## config.mk

```make
export PLATFORM = sky130hd
export DESIGN_NAME = sram_mac_reader_flat
export DESIGN_NICKNAME = d
export VERILOG_FILES = /design/src/rtl/sram_mac_reader_if.sv /design/src/rtl/sram_mac_reader.sv /design/src/flat_wrapper.sv
export SDC_FILE = /design/constraint.sdc
export NUM_CORES = 1
export LEC_CHECK = 0
export CAP_MARGIN = 0
export CORE_MARGIN = 4
export CORE_UTILIZATION = 25
export DETAILED_ROUTE_END_ITERATION = 8
export GPL_ROUTABILITY_DRIVEN = 0
export PLACE_DENSITY = 0.67
export SLEW_MARGIN = 10
export SYNTH_ARGS = -nofsm -noshare
export SYNTH_HDL_FRONTEND = slang
export SYNTH_SLANG_ARGS = --single-unit
```

## constraint.sdc

```tcl
create_clock -name clk -period 3.93 [get_ports clk]
set_clock_uncertainty 0.1 [all_clocks]
set_input_delay 0.9825 -clock clk [delete_from_list [all_inputs] [get_ports clk]]
set_output_delay 0.9825 -clock clk [all_outputs]
set_load 0.01 [all_outputs]
```

## src/rtl/sram_mac_reader_if.sv

```systemverilog
// Bus bundle between sram_mac_reader and its neighbours: the shared SRAM A/B read
// port and the operand/result path of the FP MAC.
//   master : the sequencer (drives SRAM control and MAC operands, reads data/acc)
//   slave  : the SRAM pair plus MAC (drives read data and accumulator)
// Signals:
//   cs_n, we_n, oe_n  shared active-low SRAM controls
//   addr              shared SRAM read address
//   sram_a_data/b     SRAM A/B read data
//   mac_rst           MAC accumulator clear, active-high
//   mac_a, mac_b      MAC operands
//   mac_acc           MAC accumulated result
interface sram_mac_reader_if #(
    parameter int unsigned ADDR_W = 4,
    parameter int unsigned DATA_W = 16
);
    logic              cs_n;
    logic              we_n;
    logic              oe_n;
    logic [ADDR_W-1:0] addr;
    logic [DATA_W-1:0] sram_a_data;
    logic [DATA_W-1:0] sram_b_data;
    logic              mac_rst;
    logic [DATA_W-1:0] mac_a;
    logic [DATA_W-1:0] mac_b;
    logic [DATA_W-1:0] mac_acc;

    modport master (
        output cs_n, we_n, oe_n, addr, mac_rst, mac_a, mac_b,
        input  sram_a_data, sram_b_data, mac_acc
    );

    modport slave (
        input  cs_n, we_n, oe_n, addr, mac_rst, mac_a, mac_b,
        output sram_a_data, sram_b_data, mac_acc
    );
endinterface

```

## src/rtl/sram_mac_reader.sv

```systemverilog
// Read-side sequencer for the two operand SRAMs of the FP MAC datapath.
// A start pulse clears the MAC, reads entries 0..DEPTH-1 of SRAM A and B in
// lock-step, streams each operand pair into the MAC, waits for the pipeline to
// drain and captures the accumulated binary16 result, holding it with done.
// Ports:
//   clk         system clock, rising edge
//   rst         synchronous active-low reset
//   start       single-cycle run request (honoured in IDLE and DONE only)
//   bus         SRAM read port and MAC operand/result path (master side)
//   result      captured final accumulation
//   busy        high in CLEAR, READ, DRAIN
//   done        high in DONE
//   state_code  IDLE=0, CLEAR=1, READ=2, DRAIN=3, DONE=4
module sram_mac_reader #(
    parameter int unsigned DEPTH   = 8,
    parameter int unsigned ADDR_W  = 4,
    parameter int unsigned DATA_W  = 16,
    parameter int unsigned RD_LAT  = 1,
    parameter int unsigned MAC_LAT = 3
) (
    input  logic                 clk,
    input  logic                 rst,
    input  logic                 start,
    sram_mac_reader_if.master    bus,
    output logic [DATA_W-1:0]    result,
    output logic                 busy,
    output logic                 done,
    output logic [2:0]           state_code
);

    localparam int unsigned DRAIN_LEN = RD_LAT + MAC_LAT;
    localparam int unsigned CNT_MAX   = (DEPTH > DRAIN_LEN) ? DEPTH : DRAIN_LEN;
    localparam int unsigned CNT_W     = $clog2(CNT_MAX + 1);

    typedef enum logic [2:0] {
        StIdle  = 3'd0,
        StClear = 3'd1,
        StRead  = 3'd2,
        StDrain = 3'd3,
        StDone  = 3'd4
    } state_e;

    state_e             state_q, state_d;
    logic [CNT_W-1:0]   cnt_q, cnt_d;
    logic [DATA_W-1:0]  result_q, result_d;

    // Output registers, loaded from the next-state decode so every output is a flop.
    logic               en_n_q, en_n_d;
    logic [ADDR_W-1:0]  addr_q, addr_d;
    logic               mac_rst_q, mac_rst_d;
    logic               busy_q, busy_d;
    logic               done_q, done_d;
    logic [DATA_W-1:0]  mac_a_q, mac_b_q;

    logic               rd_issue;
    logic               rd_sample;

    always_comb begin
        state_d  = state_q;
        cnt_d    = cnt_q;
        result_d = result_q;

        unique case (state_q)
            StIdle: begin
                if (start) state_d = StClear;
            end
            StClear: begin
                state_d = StRead;
                cnt_d   = '0;
            end
            StRead: begin
                if (cnt_q == CNT_W'(DEPTH - 1)) begin
                    state_d = StDrain;
                    cnt_d   = '0;
                end else begin
                    cnt_d = cnt_q + CNT_W'(1);
                end
            end
            StDrain: begin
                if (cnt_q == CNT_W'(DRAIN_LEN - 1)) begin
                    state_d  = StDone;
                    cnt_d    = '0;
                    result_d = bus.mac_acc;
                end else begin
                    cnt_d = cnt_q + CNT_W'(1);
                end
            end
            StDone: begin
                if (start) state_d = StClear;
            end
            default: begin
                state_d = StIdle;
                cnt_d   = '0;
            end
        endcase

        // SRAM stays enabled for RD_LAT drain cycles so the last read's data is still
        // driven when it gets sampled.
        en_n_d = !((state_d == StRead) ||
                   ((state_d == StDrain) && (cnt_d < CNT_W'(RD_LAT))));

        addr_d = '0;
        if (state_d == StRead) begin
            addr_d = ADDR_W'(cnt_d);
        end else if (state_d == StDrain) begin
            addr_d = ADDR_W'(DEPTH - 1);
        end

        mac_rst_d = (state_d == StIdle) || (state_d == StClear);
        busy_d    = (state_d == StClear) || (state_d == StRead) || (state_d == StDrain);
        done_d    = (state_d == StDone);
    end

    // A read launched in a READ cycle is sampled RD_LAT edges later.
    assign rd_issue = (state_q == StRead);

    if (RD_LAT == 1) begin : g_lat_one
        assign rd_sample = rd_issue;
    end else begin : g_lat_many
        logic [RD_LAT-2:0] pipe_q;
        always_ff @(posedge clk) begin
            if (!rst) begin
                pipe_q <= '0;
            end else begin
                pipe_q <= (pipe_q << 1) | (RD_LAT - 1)'(rd_issue);
            end
        end
        assign rd_sample = pipe_q[RD_LAT-2];
    end

    always_ff @(posedge clk) begin
        if (!rst) begin
            state_q   <= StIdle;
            cnt_q     <= '0;
            result_q  <= '0;
            en_n_q    <= 1'b1;
            addr_q    <= '0;
            mac_rst_q <= 1'b1;
            busy_q    <= 1'b0;
            done_q    <= 1'b0;
            mac_a_q   <= '0;
            mac_b_q   <= '0;
        end else begin
            state_q   <= state_d;
            cnt_q     <= cnt_d;
            result_q  <= result_d;
            en_n_q    <= en_n_d;
            addr_q    <= addr_d;
            mac_rst_q <= mac_rst_d;
            busy_q    <= busy_d;
            done_q    <= done_d;
            // Zero operands (+0.0) outside valid pairs keep the free-running sum unchanged.
            mac_a_q   <= rd_sample ? bus.sram_a_data : '0;
            mac_b_q   <= rd_sample ? bus.sram_b_data : '0;
        end
    end

    assign bus.cs_n    = en_n_q;
    assign bus.oe_n    = en_n_q;
    assign bus.we_n    = 1'b1;
    assign bus.addr    = addr_q;
    assign bus.mac_rst = mac_rst_q;
    assign bus.mac_a   = mac_a_q;
    assign bus.mac_b   = mac_b_q;
    assign result      = result_q;
    assign busy        = busy_q;
    assign done        = done_q;
    assign state_code  = state_q;

endmodule
```

## src/flat_wrapper.sv

```systemverilog
// flat-port wrapper written by rule: the top's interface ports become plain ports
module sram_mac_reader_flat 
#(
    parameter int unsigned DEPTH   = 8,
    parameter int unsigned ADDR_W  = 4,
    parameter int unsigned DATA_W  = 16,
    parameter int unsigned RD_LAT  = 1,
    parameter int unsigned MAC_LAT = 3
)
  (clk, rst, start, result, busy, done, state_code, bus_cs_n, bus_we_n, bus_oe_n, bus_addr, bus_mac_rst, bus_mac_a, bus_mac_b, bus_sram_a_data, bus_sram_b_data, bus_mac_acc);
  sram_mac_reader_if #(.ADDR_W(ADDR_W), .DATA_W(DATA_W)) bus_i ();
  input  logic clk;
  input  logic rst;
  input  logic start;
  output logic [DATA_W-1:0] result;
  output logic busy;
  output logic done;
  output logic [2:0] state_code;
  output wire logic [$bits(bus_i.cs_n)-1:0] bus_cs_n;
  output wire logic [$bits(bus_i.we_n)-1:0] bus_we_n;
  output wire logic [$bits(bus_i.oe_n)-1:0] bus_oe_n;
  output wire logic [$bits(bus_i.addr)-1:0] bus_addr;
  output wire logic [$bits(bus_i.mac_rst)-1:0] bus_mac_rst;
  output wire logic [$bits(bus_i.mac_a)-1:0] bus_mac_a;
  output wire logic [$bits(bus_i.mac_b)-1:0] bus_mac_b;
  input wire logic [$bits(bus_i.sram_a_data)-1:0] bus_sram_a_data;
  input wire logic [$bits(bus_i.sram_b_data)-1:0] bus_sram_b_data;
  input wire logic [$bits(bus_i.mac_acc)-1:0] bus_mac_acc;
  assign bus_cs_n = bus_i.cs_n;
  assign bus_we_n = bus_i.we_n;
  assign bus_oe_n = bus_i.oe_n;
  assign bus_addr = bus_i.addr;
  assign bus_mac_rst = bus_i.mac_rst;
  assign bus_mac_a = bus_i.mac_a;
  assign bus_mac_b = bus_i.mac_b;
  assign bus_i.sram_a_data = bus_sram_a_data;
  assign bus_i.sram_b_data = bus_sram_b_data;
  assign bus_i.mac_acc = bus_mac_acc;
  sram_mac_reader #(.DEPTH(DEPTH), .ADDR_W(ADDR_W), .DATA_W(DATA_W), .RD_LAT(RD_LAT), .MAC_LAT(MAC_LAT)) u_core (.clk(clk), .rst(rst), .start(start), .bus(bus_i), .result(result), .busy(busy), .done(done), .state_code(state_code));
endmodule
```

==> impl_summary.log <==
INFO  metric most_frequent_cell_after_synthesis = dfxtp_1
INFO  metric cts.repair.resized = 0
INFO  metric maximum_clock_path_buffer_count = 2
INFO  metric synthArstFlopShare = 0
INFO  metric h-tree-depth = 3
INFO  metric cp_num_buf_inv = 1
INFO  metric worstPathCellList = clkdlybuf4s50_1
INFO  metric hold_path_class = flop to flop
INFO  metric postCtsHoldBufs = 0
INFO  metric crit_path_max_incr_delay = 0.61 ns
INFO  metric critical_path.slowest_cell = clkdlybuf4s50_1
INFO  metric crit_required = 2.85 ns
INFO  metric clockRootBuffer = clkbuf_8
INFO  metric synth.net_count = 260
INFO  metric synth_seq_cells = 63
INFO  metric die_height = 99.9 µm
INFO  metric synth_area_per_cell = 10.1 µm²
INFO  metric antenna_violating_nets_post_route = 0
INFO  metric post_synth_inst_count = 208
INFO  metric path_max_fanout = 10
INFO  metric final-max-slew-violation-count = 0
INFO  metric synth.area.top_cells = dfxtp_1, and2_1, nand2_1
INFO  metric detailedRoute.firstIterationViolations = 48
INFO  metric slew_headroom = 0.520
INFO  metric rr_endpoint = u_core.busy
INFO  metric worst_path_dominant_cell_family = buffers and inverters
INFO  metric rr_startpoint = u_core.cnt_q[0]
INFO  metric flow.area_growth_from_synthesis = 67.4%
INFO  metric drt_drc_violations_left = 0
INFO  metric fin_ws = 1.38 ns
INFO  metric cts-buffers-inserted = 9
INFO  metric synth_sequential_area_ratio = 0.598
INFO  metric rrSetupSlack = 1.90 ns
INFO  metric finalHoldViolCount = 0
INFO  metric critical_path_arrival = 1.47 ns
INFO  metric hold_depth = 2
INFO  metric route.detailed.wl_per_inst = 11.9 µm
INFO  metric power.leakage = 1.31 nW
INFO  metric num_vias = 1746
INFO  metric crit_type = flop to primary output
INFO  metric cts_tree = built
INFO  metric setup_viol_count_final = 0
INFO  metric global_route_usage_sum = 0.103
INFO  metric crit_path_end_kind = primary output
INFO  metric antenna_cells_inserted = 0
INFO  metric io_buffers = 110
INFO  metric max_freq = 392 MHz
INFO  metric cts.repair_timing.setup_buffer_count = 0
INFO  metric detail_route.first_pass.iterations = 4
INFO  metric synth.top_cell.area_share = 0.598
INFO  metric insertion_delay = 0.33 ns
INFO  metric mappedNetlistArea = 0.00211 mm²
INFO  metric fill_cells = 793
INFO  metric pin_slew_with_the_least_headroom_to_its_limit = 0.718 ns
INFO  metric timing.final.crit_share = 0.649
INFO  metric yosysWarningCount = 0
INFO  metric postRouteWirelength = 5100 µm
INFO  metric pre_cts_slack = 1.08 ns
INFO  metric floorplan.initialDensity = 0.257
INFO  metric yosys.area.top_type = dfxtp_1
INFO  metric place.detailed.hpwl = 3780 µm
INFO  metric grt_first_pass_wirelength = 8020 µm
INFO  metric most_numerous_cell_types_in_the_synthesized_netlist = dfxtp_1, nand2_1, and2_1, a21boi_1, nor2b_1
INFO  metric start_kind = flop
INFO  metric clk_pin_slew = 0.07 ns
INFO  metric total_neg_setup_slack = 0 ns
INFO  metric grt_overflow_total = 0
INFO  metric vdd.ir_drop.worst = 0.230 mV
INFO  metric die_area = 0.00997 mm²
INFO  metric grt_antenna_before_repair = 0
INFO  metric avgViaCountPerCell = 4.08
INFO  metric synth-edff-count = 0
INFO  metric yosys_cell_types = 35
INFO  metric worst_hold_startpoint = u_core.result[9]
INFO  metric chipWidth = 99.9 µm
INFO  metric power.density = 420 mW/mm²
INFO  metric nets = 370
INFO  metric worstRegToRegCells = 6
INFO  metric design.portCount = 112
INFO  metric grt_max_degree = 33
INFO  metric number_of_global_route_vias_before_repair = 1718
INFO  metric worstHoldEndpoint = u_core.result[9]
INFO  metric final_layout_size_suffix_gt1_frac = 0.0619
INFO  metric cts.sink_count = 63
INFO  metric grt_setup_unrepaired = no
INFO  metric cap_violations = 0
INFO  metric status = finished clean
INFO  metric dominantRegCellSynth = dfxtp_1
INFO  metric core-area = 0.00822 mm²
INFO  metric rows = 33
INFO  metric final_period_minus_worst_setup_slack = 2.55 ns
## report_power, final
group / leakage (nW) / switching (mW) / internal [mW]
Sequential: 0.510 / 0.00887 / 0.655
Clock: 0.116 / 0.247 / 0.439
Combinational: 0.682 / 0.0449 / 0.0894
Total: 1.31 / 0.301 / 1.18
## routing by layer
layer	vias up	global-route usage	part of all wire
li1	882	-	-
met1	769	0.107	0.39
met2	85	0.159	0.44
met3	10	0.0653	0.15
met4	0	0.0599	0.025
met5	-	0	0
## state kept, by name (all words and copies together), names as in the netlist, 3 cells and up
register and flops:
u_core.result 16, u_core.state_code 3, u_core.bus.mac_a 16, u_core.bus.addr 4, u_core.cnt_q 4, u_core.bus.mac_b 16
## worst min-delay path, cell delays in order (launching register included)
cell,delay [ns]
dfxtp_1,0.31
nand2_1,0.05
a21boi_1,0.05
## cell usage in the layout (no fill, tap or decap), drive strengths merged, types with 2 or more instances in the layout
master / count
nor2: 5
clkinvlp: 2
dfxtp: 63
inv: 4
bufinv: 3
clkdlybuf4s50: 110
nor2b: 8
nand2: 36
clkbuf: 11
nand2b: 2
and2: 35
a21boi: 16
nor3b: 4
a21oi: 5
## cell type report
class / instances / area (µm²) / share of cell area
clock buffer: 11 / 141 / 0.0400
tap: 105 / 131 / 0.0372
sequential: 63 / 1260 / 0.357
inverter: 4 / 15.0 / 0.00425
clock inverter: 5 / 105 / 0.0298
multi-input combinational: 129 / 769 / 0.218
timing repair buffer: 111 / 1110 / 0.314
## stage by stage
stage | instance area (µm²) | hold slack, ns | power [mW] | util | instances
after CTS | 3530 | 0.354 | 1.51 | 0.430 | 428
after detailed placement | 3290 | 0.344 | 0.814 | 0.400 | 412
after global placement | 3290 | 0.342 | 0.814 | 0.400 | 412
final | 3530 | 0.349 | 1.48 | 0.430 | 428
after floorplan | 2110 | 0.379 | 0.725 | - | 208
after global routing | 3530 | 0.380 | 1.55 | 0.430 | 428
## worst max-delay path by stage
| stage | start | to | cells past startpoint |
|---|---|---|---|
| after floorplan | u_core.cnt_q[0] | u_core.busy | 6 |
| after global placement | rst | u_core.bus.mac_a[8] | 4 |
| after detailed placement | rst | u_core.bus.mac_b[3] | 4 |
| after CTS | u_core.state_code[0] | state_code[0] | 1 |
| after global routing | rst | u_core.bus.mac_b[10] | 4 |
| final | u_core.state_code[0] | state_code[0] | 1 |
## kinds of logic after synthesis
family	count (synthesis)	synth area share
buffers and inverters	16	0.0374
adders and majority gates	1	0.00593
AOI/OAI and AO/OA	30	0.107
xor gates and xnor gates	1	0.00415
DFF	63	0.598
muxes	1	0.00534
and+or+nand+nor	95	0.241
other	1	0.00178
No activity file was read; power rests on OpenSTA's default activity.
